--- config.mk ---
export PLATFORM = sky130hd
export DESIGN_NAME = descriptor_sequencer
export DESIGN_NICKNAME = d
export VERILOG_FILES = /design/src/rtl/descriptor_sequencer.sv
export SDC_FILE = /design/constraint.sdc
export NUM_CORES = 1
export LEC_CHECK = 0
export ABC_AREA = 0
export CORE_MARGIN = 2
export CORE_UTILIZATION = 40
export CTS_CLUSTER_DIAMETER = 100
export CTS_CLUSTER_SIZE = 12
export DETAILED_ROUTE_END_ITERATION = 8
export HOLD_SLACK_MARGIN = 0.08
export PLACE_DENSITY = 0.7
export SKIP_CTS_REPAIR_TIMING = 1
export SYNTH_ARGS = -nofsm -noshare
export SYNTH_HDL_FRONTEND = slang
export SYNTH_SLANG_ARGS = --single-unit
--- constraint.sdc ---
create_clock -name clk -period 2.9 [get_ports clk]
set_input_delay 0.435 -clock clk [delete_from_list [all_inputs] [get_ports clk]]
set_output_delay 0.435 -clock clk [all_outputs]
set_load 0.02 [all_outputs]
--- src/rtl/descriptor_sequencer.sv ---
// -----------------------------------------------------------------------------
// descriptor_sequencer
//
// Walks a keypoint list held in BRAM. For each keypoint it decodes the octave
// field, places a GRIDxGRID window of SUBxSUB subpatches around the keypoint
// and clamps that window inside the octave's image. It then asks one shared
// external histogram engine for each subpatch, in raster order, and writes each
// returned histogram to the descriptor BRAM.
// Keypoints with a bad octave or out-of-image coordinates are counted and
// skipped. A pass stops early if the descriptor BRAM would overflow. A
// histogram request that never completes parks the block in ERROR.
//
// Ports
//   clk, rst_in_n      clock, asynchronous active-low reset
//   start              begin a pass (only honoured while idle)
//   key_read_addr      keypoint BRAM address
//   keypoint_read      {octave, x, y, level}; all-zero word ends the list
//   hist_start         one-cycle request to the histogram engine
//   hist_x, hist_y     subpatch top-left corner, octave-native coordinates
//   hist_octave        octave select for the request
//   hist_level         level select for the request
//   hist_done          one-cycle completion from the histogram engine
//   hist_data          histogram result, valid with hist_done
//   desc_write_addr    descriptor BRAM address
//   desc_wea           descriptor BRAM write enable
//   desc_out           descriptor BRAM write data
//   busy               high whenever not idle
//   descriptors_done   one-cycle end-of-pass pulse
//   error, error_code  sticky error flag; code 1 = timeout, 2 = capacity
//   kp_processed       keypoints described this pass (saturating)
//   kp_skipped         keypoints rejected this pass (saturating)
// -----------------------------------------------------------------------------
module descriptor_sequencer #(
  parameter int DIMENSION          = 64,
  parameter int NUM_OCTAVES        = 3,
  parameter int NUMBER_KEYPOINTS   = 1000,
  parameter int NUMBER_DESCRIPTORS = 4000,
  parameter int GRID               = 2,
  parameter int SUB                = 2,
  parameter int HIST_W             = 24,
  parameter int KP_READ_LATENCY    = 2,
  parameter int TIMEOUT_CYCLES     = 1024,
  localparam int COORD_W = $clog2(DIMENSION),
  localparam int OCT_W   = (NUM_OCTAVES > 1) ? $clog2(NUM_OCTAVES) : 1,
  localparam int KA_W    = $clog2(NUMBER_KEYPOINTS),
  localparam int DA_W    = $clog2(NUMBER_DESCRIPTORS),
  localparam int KP_W    = OCT_W + 2*COORD_W + 1
) (
  input  logic                clk,
  input  logic                rst_in_n,
  input  logic                start,
  output logic [KA_W-1:0]     key_read_addr,
  input  logic [KP_W-1:0]     keypoint_read,
  output logic                hist_start,
  output logic [COORD_W-1:0]  hist_x,
  output logic [COORD_W-1:0]  hist_y,
  output logic [OCT_W-1:0]    hist_octave,
  output logic                hist_level,
  input  logic                hist_done,
  input  logic [HIST_W-1:0]   hist_data,
  output logic [DA_W-1:0]     desc_write_addr,
  output logic                desc_wea,
  output logic [HIST_W-1:0]   desc_out,
  output logic                busy,
  output logic                descriptors_done,
  output logic                error,
  output logic [1:0]          error_code,
  output logic [15:0]         kp_processed,
  output logic [15:0]         kp_skipped
);

  localparam int WIN    = GRID * SUB;
  localparam int NPATCH = GRID * GRID;
  localparam int P_W    = (NPATCH > 1) ? $clog2(NPATCH) : 1;
  // One extra bit so the write pointer can reach NUMBER_DESCRIPTORS itself
  // when that depth is a power of two.
  localparam int DC_W   = $clog2(NUMBER_DESCRIPTORS + 1);
  localparam int FC_W   = $clog2(KP_READ_LATENCY + 1);
  localparam int WC_W   = $clog2(TIMEOUT_CYCLES + 1);

  typedef enum logic [2:0] {
    S_IDLE, S_FETCH, S_DECODE, S_ISSUE, S_WAIT, S_WRITE, S_DONE, S_ERROR
  } state_t;

  state_t              state_reg, state_next;
  logic [KA_W-1:0]     key_addr_reg, key_addr_next;
  logic [DC_W-1:0]     desc_cnt_reg, desc_cnt_next;
  logic [FC_W-1:0]     fetch_cnt_reg, fetch_cnt_next;
  logic [WC_W-1:0]     wait_cnt_reg, wait_cnt_next;
  logic [P_W-1:0]      patch_reg, patch_next;
  logic [COORD_W-1:0]  ox_reg, ox_next;
  logic [COORD_W-1:0]  oy_reg, oy_next;
  logic [OCT_W-1:0]    oct_reg, oct_next;
  logic                level_reg, level_next;
  logic [HIST_W-1:0]   desc_out_reg, desc_out_next;
  logic                error_reg, error_next;
  logic [1:0]          error_code_reg, error_code_next;
  logic [15:0]         kp_proc_reg, kp_proc_next;
  logic [15:0]         kp_skip_reg, kp_skip_next;

  // Keypoint word fields.
  logic [OCT_W-1:0]    kp_oct;
  logic [COORD_W-1:0]  kp_x;
  logic [COORD_W-1:0]  kp_y;
  logic                kp_level;

  assign kp_oct   = keypoint_read[KP_W-1 -: OCT_W];
  assign kp_x     = keypoint_read[2*COORD_W -: COORD_W];
  assign kp_y     = keypoint_read[COORD_W -: COORD_W];
  assign kp_level = keypoint_read[0];

  // Per-patch offsets from the window origin, raster order.
  logic [COORD_W-1:0]  col_off [NPATCH];
  logic [COORD_W-1:0]  row_off [NPATCH];

  generate
    for (genvar gi = 0; gi < NPATCH; gi++) begin : g_patch_off
      assign col_off[gi] = COORD_W'((gi % GRID) * SUB);
      assign row_off[gi] = COORD_W'((gi / GRID) * SUB);
    end
  endgenerate

  // Window origin centred on the keypoint, pushed back inside [0, side-WIN].
  // Evaluated in a wide signed type so a keypoint near the top-left corner
  // produces a negative intermediate rather than wrapping.
  function automatic logic [COORD_W-1:0] window_origin(
    input logic [COORD_W-1:0] centre,
    input int                 side
  );
    int org;
    org = int'(centre) - WIN/2;
    if (org > side - WIN) org = side - WIN;
    if (org < 0)          org = 0;
    return COORD_W'(org);
  endfunction

  int   kp_side;
  logic advance;

  always_comb begin
    state_next      = state_reg;
    key_addr_next   = key_addr_reg;
    desc_cnt_next   = desc_cnt_reg;
    fetch_cnt_next  = fetch_cnt_reg;
    wait_cnt_next   = wait_cnt_reg;
    patch_next      = patch_reg;
    ox_next         = ox_reg;
    oy_next         = oy_reg;
    oct_next        = oct_reg;
    level_next      = level_reg;
    desc_out_next   = desc_out_reg;
    error_next      = error_reg;
    error_code_next = error_code_reg;
    kp_proc_next    = kp_proc_reg;
    kp_skip_next    = kp_skip_reg;
    advance         = 1'b0;
    kp_side         = DIMENSION >> kp_oct;

    case (state_reg)
      S_IDLE: begin
        if (start) begin
          key_addr_next   = '0;
          desc_cnt_next   = '0;
          fetch_cnt_next  = '0;
          kp_proc_next    = '0;
          kp_skip_next    = '0;
          error_next      = 1'b0;
          error_code_next = 2'd0;
          state_next      = S_FETCH;
        end
      end

      S_FETCH: begin
        // The address has been stable since entry; wait out the BRAM pipeline.
        if (fetch_cnt_reg == FC_W'(KP_READ_LATENCY - 1)) begin
          state_next = S_DECODE;
        end else begin
          fetch_cnt_next = fetch_cnt_reg + FC_W'(1);
        end
      end

      S_DECODE: begin
        if (keypoint_read == '0) begin
          state_next = S_DONE;
        end else if ((int'(kp_oct) >= NUM_OCTAVES) ||
                     (int'(kp_x) >= kp_side) || (int'(kp_y) >= kp_side)) begin
          if (kp_skip_reg != 16'hFFFF) kp_skip_next = kp_skip_reg + 16'd1;
          advance = 1'b1;
        end else if ((int'(desc_cnt_reg) + NPATCH) > NUMBER_DESCRIPTORS) begin
          error_next      = 1'b1;
          error_code_next = 2'd2;
          state_next      = S_DONE;
        end else begin
          oct_next   = kp_oct;
          level_next = kp_level;
          ox_next    = window_origin(kp_x, kp_side);
          oy_next    = window_origin(kp_y, kp_side);
          patch_next = '0;
          state_next = S_ISSUE;
        end
      end

      S_ISSUE: begin
        wait_cnt_next = '0;
        state_next    = S_WAIT;
      end

      S_WAIT: begin
        if (hist_done) begin
          desc_out_next = hist_data;
          state_next    = S_WRITE;
        end else if (wait_cnt_reg == WC_W'(TIMEOUT_CYCLES - 1)) begin
          error_next      = 1'b1;
          error_code_next = 2'd1;
          state_next      = S_ERROR;
        end else begin
          wait_cnt_next = wait_cnt_reg + WC_W'(1);
        end
      end

      S_WRITE: begin
        // The write strobe is this cycle; the pointer moves on at the edge.
        desc_cnt_next = desc_cnt_reg + DC_W'(1);
        if (patch_reg != P_W'(NPATCH - 1)) begin
          patch_next = patch_reg + P_W'(1);
          state_next = S_ISSUE;
        end else begin
          if (kp_proc_reg != 16'hFFFF) kp_proc_next = kp_proc_reg + 16'd1;
          advance = 1'b1;
        end
      end

      S_DONE: begin
        state_next = S_IDLE;
      end

      S_ERROR: begin
        // Terminal until reset; the engine may be wedged.
        state_next = S_ERROR;
      end

      default: begin
        state_next = S_IDLE;
      end
    endcase

    // Step to the next keypoint, ending the pass at the last BRAM entry.
    if (advance) begin
      if (key_addr_reg == KA_W'(NUMBER_KEYPOINTS - 1)) begin
        state_next = S_DONE;
      end else begin
        key_addr_next  = key_addr_reg + KA_W'(1);
        fetch_cnt_next = '0;
        state_next     = S_FETCH;
      end
    end
  end

  always_ff @(posedge clk or negedge rst_in_n) begin
    if (!rst_in_n) begin
      state_reg      <= S_IDLE;
      key_addr_reg   <= '0;
      desc_cnt_reg   <= '0;
      fetch_cnt_reg  <= '0;
      wait_cnt_reg   <= '0;
      patch_reg      <= '0;
      ox_reg         <= '0;
      oy_reg         <= '0;
      oct_reg        <= '0;
      level_reg      <= 1'b0;
      desc_out_reg   <= '0;
      error_reg      <= 1'b0;
      error_code_reg <= 2'd0;
      kp_proc_reg    <= '0;
      kp_skip_reg    <= '0;
    end else begin
      state_reg      <= state_next;
      key_addr_reg   <= key_addr_next;
      desc_cnt_reg   <= desc_cnt_next;
      fetch_cnt_reg  <= fetch_cnt_next;
      wait_cnt_reg   <= wait_cnt_next;
      patch_reg      <= patch_next;
      ox_reg         <= ox_next;
      oy_reg         <= oy_next;
      oct_reg        <= oct_next;
      level_reg      <= level_next;
      desc_out_reg   <= desc_out_next;
      error_reg      <= error_next;
      error_code_reg <= error_code_next;
      kp_proc_reg    <= kp_proc_next;
      kp_skip_reg    <= kp_skip_next;
    end
  end

  // Request coordinates derive from registers that only change in DECODE and
  // WRITE, so they hold steady for the whole ISSUE/WAIT handshake.
  assign key_read_addr    = key_addr_reg;
  assign hist_start       = (state_reg == S_ISSUE);
  assign hist_x           = ox_reg + col_off[patch_reg];
  assign hist_y           = oy_reg + row_off[patch_reg];
  assign hist_octave      = oct_reg;
  assign hist_level       = level_reg;
  assign desc_write_addr  = desc_cnt_reg[DA_W-1:0];
  assign desc_wea         = (state_reg == S_WRITE);
  assign desc_out         = desc_out_reg;
  assign busy             = (state_reg != S_IDLE);
  assign descriptors_done = (state_reg == S_DONE);
  assign error            = error_reg;
  assign error_code       = error_code_reg;
  assign kp_processed     = kp_proc_reg;
  assign kp_skipped       = kp_skip_reg;

endmodule

==> run metrics, run 1 <==
status finished, final reports clean; final WL between 15 and 20 mm; Slew Viols, Final 0; GP Congestion 0.8893; Internal 5.021 mW; top-area cell type share of the netlist area 0.4328; sw power approximately 2.7 mW; Post-synth EDFFs 0; Commonest cells post-synth dfrtp_1 (114), nand2_1 (72), nor2_1 (44); Critical Path, Cell by Cell clkdlybuf4s50_1, or2b_1, ha_1, ha_1, and4b_1, a2111oi_0, o21a_2, nor2_1, o31ai_1; dpl hpwl between 10 and 15 mm; Cell Area, Synth 0.006591 mm²; Global Route Usage Sum 0.1958; drt drc 0; Worst Hold Class input port to async pin; ANT cells 0; placed insts about 1100; CTS tree yes; vias in the first global route between 5000 and 6000; Vias about 6000; Post-Layout Cell Count around 1100; Root Driver clkbuf_16; max reg flops 24; Pleak ~4.1 nW; CP Capture Type register; Row Count between 40 and 50; initial antenna violation count 0; global-route wire length before repair 28.10 mm; FMAX ~0.37 GHz; number of DRC markers in iteration 0 324; Max-cap violations 0; startpoint class of the critical path input port; RSZ-0062 raised after global routing false; Switching Fraction 0.3537; cell taking the most area after synthesis dfrtp_1; syn_area_per_cell 9.809 µm²; post-route ant nets 0; H-Tree Depth 4; Initial Util 0.4119; Hold Fails Final Rpt 0; area delta synth->final 40.53%; worst-path maximum fanout 8; Flop pwr share 0.323; Worst EP required roughly 3.2 ns; post-synthesis cell type count 71; ys async rst share 1.000; Final Total Pwr around 7.8 mW; hold slack between 0.07 and 0.08 ns; pin count of the biggest net entering global routing 51; clock sink count 114; synth warn 0; worst relative slew slack 0.5296; Seq cells post-synth about 110; die height 132.4 µm; Min Clock Period, post-route about 2.7 ns; most common flop cell mapped by yosys dfrtp_1; Final Cycle Share 0.9414; Logic pwr share 0.400; clock skew roughly 0.008 ns; port bufs about 140; IO Count 143; most used cell, CP ha_1; WP data arrival around 3.0 ns; total die area roughly 0.018 mm²; Die Width about 130 µm; pwr dens around 840 mW/mm²; CTS max path bufs 2; total gr overflow 0; Worst-Skew Late Latency 0.41 ns; routed vias/inst about 5.3; first drt pass iteration count 5; Nets 944; WS Path Type input port to register; slowest stage delay, CP approximately 0.47 ns; Clk pwr share 0.277; CTS Buf Count 17; register area share after synthesis 0.4328; final setup fails 0; routed len/inst approximately 15 µm; VDD IR max between 0.0004 and 0.0005 V; Gate Count Post-Synth 672; count leader, synth dfrtp_1; Slew @ Worst Pin roughly 0.71 ns; Worst-path clk slew 0.06 ns; core area 0.01600 mm²; Slowest-stage cell, CP clkdlybuf4s50_1; synth top area cells dfrtp_1 (43%), ha_1 (6.6%), mux2_2 (4.4%); layout cells sized above 1 0.1479
[metal layers]
metal,GRT usage,routed length [µm]
met4,0.05675,174
met5,0,0
met2,0.3132,7755
met1,0.2654,7904
met3,0.04652,875
[metrics by stage]
stage            util  instance area (µm²)  TNS, ns  setup WS, ns
2_1_floorplan       -                 6595        0        0.2948
6_report       0.5789                 9263        0        0.1701
3_3_place_gp   0.5406                 8650   -1.987       -0.2445
5_1_grt        0.5789                 9263        0       0.03881
4_1_cts        0.5788                 9261        0        0.1392
3_5_place_dp   0.5406                 8650   -2.464       -0.2806
[placed cells by master (no fill, tap or decap), types with 9 or more instances in the layout]
cell / instances
o21ai_0: 31
or4_1: 10
clkdlybuf4s50_1: 141
or3_1: 12
clkbuf_16: 17
dfrtp_1: 114
inv_1: 21
buf_4: 54
ha_1: 35
xnor2_1: 13
nor3_1: 12
o31ai_1: 13
mux2_2: 26
nand4_1: 16
and3_1: 10
nand3_1: 26
o211ai_1: 10
nand2b_1: 9
xor2_1: 11
a21oi_1: 34
nor2_1: 44
nand2_1: 72
mux2i_1: 26
[worst max-delay path: cells and delay by family]
family | cells | cell delay, ns
compound gates | 3 | 0.94
fa+ha+maj | 2 | 0.66
simple gates | 3 | 0.53
buf+inv | 1 | 0.47
[area by class of cell]
class	instances	area (µm²)
flip-flops and latches	114	2853
repair buffers	199	1897
fillers	1468	6738
multi-input cells	513	3552
clock inverters	12	155.1
clock buffers	20	456.7
inverters	21	78.83
well taps	216	270.3
[worst paths after layout]
path                            depth (start not counted)  slack (ns)                         from                           end
worst max-delay path                                    9        0.17            keypoint_read[14]         ox_reg[0]$_DFFE_PN0P_
worst min-delay path                                    1        0.07                     rst_in_n         ox_reg[3]$_DFFE_PN0P_
worst max register to register                          6        0.48     state_reg[1]$_DFFE_PN0P_   wait_cnt_reg[7]$_DFFE_PN0P_
worst min register to register                          1        0.49  wait_cnt_reg[9]$_DFFE_PN0P_  wait_cnt_reg[10]$_DFFE_PN0P_
max in group asynchronous                               2        2.19                     rst_in_n    fetch_cnt_reg[0]$_DFF_PN0_
min in group clk                                        1        0.49  wait_cnt_reg[9]$_DFFE_PN0P_  wait_cnt_reg[10]$_DFFE_PN0P_
[logic make-up (layout without fill, tap and decap cells)]
family,count (synthesis),after routing,share of synthesized area
mux,55,55,0.09074
fa+ha+maj,35,35,0.06644
flops,114,114,0.4328
xor+xnor,24,24,0.03189
other cells,1,2,0.0005689
buf+inv,46,252,0.02961
compound gates,145,145,0.1454
simple gates,252,252,0.2025
[power by group through the flow]
stage | clock network (mW) | registers [mW] | logic (mW)
5_1_grt | 2.26 | 2.60 | 3.36
3_5_place_dp | 0 | 2.53 | 3.13
6_report | 2.15 | 2.51 | 3.11
3_3_place_gp | 0 | 2.51 | 3.10
2_1_floorplan | 0 | 2.78 | 1.43
4_1_cts | 2.18 | 2.51 | 3.15
(Power assumes the default switching activity.)
==> inputs of run 2 (changes only) <==
==> constraint.sdc (replaced) <==
create_clock -name clk -period 2.9 [get_ports clk]
set_input_delay 0.29 -clock clk [delete_from_list [all_inputs] [get_ports clk]]
set_output_delay 0.29 -clock clk [all_outputs]
set_load 0.02 [all_outputs]
==> run metrics, run 2 (synthesis gave the netlist of run 1 again) <==
leading cell type in the layout, fill and taps excluded clkdlybuf4s50_1 (unchanged); Critical Path, Cell by Cell clkdlybuf4s50_1, or2b_1, ha_1, ha_1, and4b_1, a2111oi_0, o21a_2, nor2_1, o31ai_1 (unchanged); sw power 2.759 mW (was 2.748 mW); Root Driver clkbuf_16 (unchanged); CTS Buf Count 17 (unchanged); area delta synth->final 38.84% (was 40.53%); WS Path Type input port to register (unchanged); pwr dens 849.6 mW/mm² (was 838.7 mW/mm²); total gr overflow 0 (unchanged); worst-path maximum fanout 8 (unchanged); drt drc 0 (unchanged); core area 0.01600 mm² (unchanged); IO Count 143 (unchanged); first drt pass iteration count 4 (was 5); CTS tree yes (unchanged); Switching Fraction 0.3548 (was 0.3537); die height 132.4 µm (unchanged); Slew Viols, Final 0 (unchanged); dpl hpwl 12.00 mm (was 12.32 mm); Logic pwr share 0.391 (was 0.400); final WL 16.44 mm (was 16.71 mm); Vias 5771 (was 5856); number of DRC markers in iteration 0 293 (was 324); WP data arrival 2.94 ns (was 3.04 ns); clock skew 0.02108 ns (was 0.007999 ns); Post-Layout Cell Count 1080 (was 1095); Slew @ Worst Pin 0.7411 ns (was 0.7056 ns); Hold Fails Final Rpt 0 (unchanged); Initial Util 0.4119 (unchanged); Worst EP required 3.20 ns (was 3.21 ns); startpoint class of the critical path input port (unchanged); Worst-path clk slew 0.06 ns (about the same); most used cell, CP ha_1 (unchanged); layout cells sized above 1 0.1343 (was 0.1479); pin count of the biggest net entering global routing 57 (was 51); Row Count 46 (unchanged); clock sink count 114 (unchanged); vias in the first global route 5547 (was 5618); Final Total Pwr 7.775 mW (was 7.769 mW); final setup fails 0 (unchanged); most frequent cells in the layout clkdlybuf4s50_1 (141), dfrtp_1 (113), nand2_1 (72) (was clkdlybuf4s50_1 (141), dfrtp_1 (114), nand2_1 (72)); Die Width 132.4 µm (unchanged); Flop pwr share 0.324 (was 0.323); status finished, final reports clean (unchanged); global-route wire length before repair 28.01 mm (was 28.10 mm); Clk pwr share 0.285 (was 0.277); Global Route Usage Sum 0.1945 (was 0.1958); ANT cells 0 (unchanged); setup tns final 0 ns (unchanged); FMAX 0.3783 GHz (was 0.3663 GHz); placed insts 1047 (was 1063); Slowest-stage cell, CP clkdlybuf4s50_1 (unchanged); GP Congestion 0.8727 (was 0.8893); CTS max path bufs 2 (unchanged); slowest stage delay, CP 0.47 ns (about the same); Worst-Skew Late Latency 0.42 ns (was 0.41 ns); worst relative slew slack 0.5059 (was 0.5296); VDD IR max 0.0006905 V (was 0.0004730 V); Nets 929 (was 944); hold slack 0.4725 ns (was 0.07371 ns); Final Cycle Share 0.9114 (was 0.9414); post-route ant nets 0 (unchanged); CP Capture Type register (unchanged); initial antenna violation count 0 (unchanged); Max-cap violations 0 (unchanged); max reg flops 24 (unchanged); Min Clock Period, post-route 2.643 ns (was 2.730 ns); Pleak 3.970 nW (was 4.051 nW); routed len/inst 15.22 µm (was 15.26 µm); H-Tree Depth 4 (unchanged); total die area 0.01752 mm² (unchanged); RSZ-0062 raised after global routing false (unchanged); Internal 5.016 mW (was 5.021 mW); Worst Hold Class input port to async pin (unchanged); routed vias/inst 5.344 (was 5.348); port bufs 142 (unchanged)
[run 2: cell count changes in the layout (fill, tap and decap cells not counted), moves of 2 or more]
cell      previous run  this run
buf_12               4         2
buf_4               54        40
clkbuf_8             2         0
clkinv_2             3         1
clkinv_4             2         6
[run 2: worst paths after layout]
kind	startpoint	to	slack [ns]	depth (start not counted)
max	keypoint_read[14]	ox_reg[0]$_DFFE_PN0P_	0.26	9
min	rst_in_n	ox_reg[5]$_DFFE_PN0P_	0.47	2
max reg2reg	desc_write_addr[0]$_DFFE_PN0P_	oy_reg[5]$_DFFE_PN0P_	0.53	9
min reg2reg	desc_write_addr[10]$_DFFE_PN0P_	desc_write_addr[10]$_DFFE_PN0P_	0.50	1
max in group asynchronous	rst_in_n	oy_reg[0]$_DFFE_PN0P_	1.61	3
min in group clk	hist_data[17]	desc_out[17]$_DFFE_PN0P_	0.49	2
[run 2: layout make-up]
cell class	count	area (µm²)
clock buffers	17	425.4
clock inverters	15	209.0
fillers	1435	6849
inverters	21	78.83
multi-input cells	513	3552
flip-flops and latches	114	2854
well taps	216	270.3
repair buffers	184	1762
[run 2: stage by stage]
step / area [µm²] / setup slack, ns / util
after global routing: 9151 / 0.03181 / 0.5719
after CTS: 9139 / 0.1424 / 0.5712
after global placement: 8504 / -0.1029 / 0.5315
final: 9151 / 0.2569 / 0.5719
after floorplan: 6595 / 0.4398 / -
after detailed placement: 8504 / -0.1636 / 0.5315
[run 2: routing by layer]
metal / up-vias / GRT usage / routed length [µm]
met5: - / 0 / 0
met4: 0 / 0.04719 / 76
met3: 9 / 0.05075 / 777
met2: 121 / 0.3040 / 7687
met1: 2775 / 0.2704 / 7897
li1: 2866 / - / -
[run 2: power by group through the flow]
| stage | Sequential [mW] | Combinational, mW | Clock [mW] |
|---|---|---|---|
| floorplan | 2.78 | 1.43 | 0 |
| global placement | 2.53 | 3.02 | 0 |
| detailed placement | 2.53 | 3.06 | 0 |
| CTS | 2.52 | 3.08 | 2.27 |
| global route | 2.60 | 3.30 | 2.35 |
| finish | 2.52 | 3.04 | 2.22 |
[run 2: critical path: cells and delay by family]
| kind | cells | cell delay [ns] |
|---|---|---|
| AOI/OAI and AO/OA | 3 | 0.98 |
| adders and majority gates | 2 | 0.66 |
| buffers and inverters | 1 | 0.47 |
| and+or+nand+nor | 3 | 0.53 |
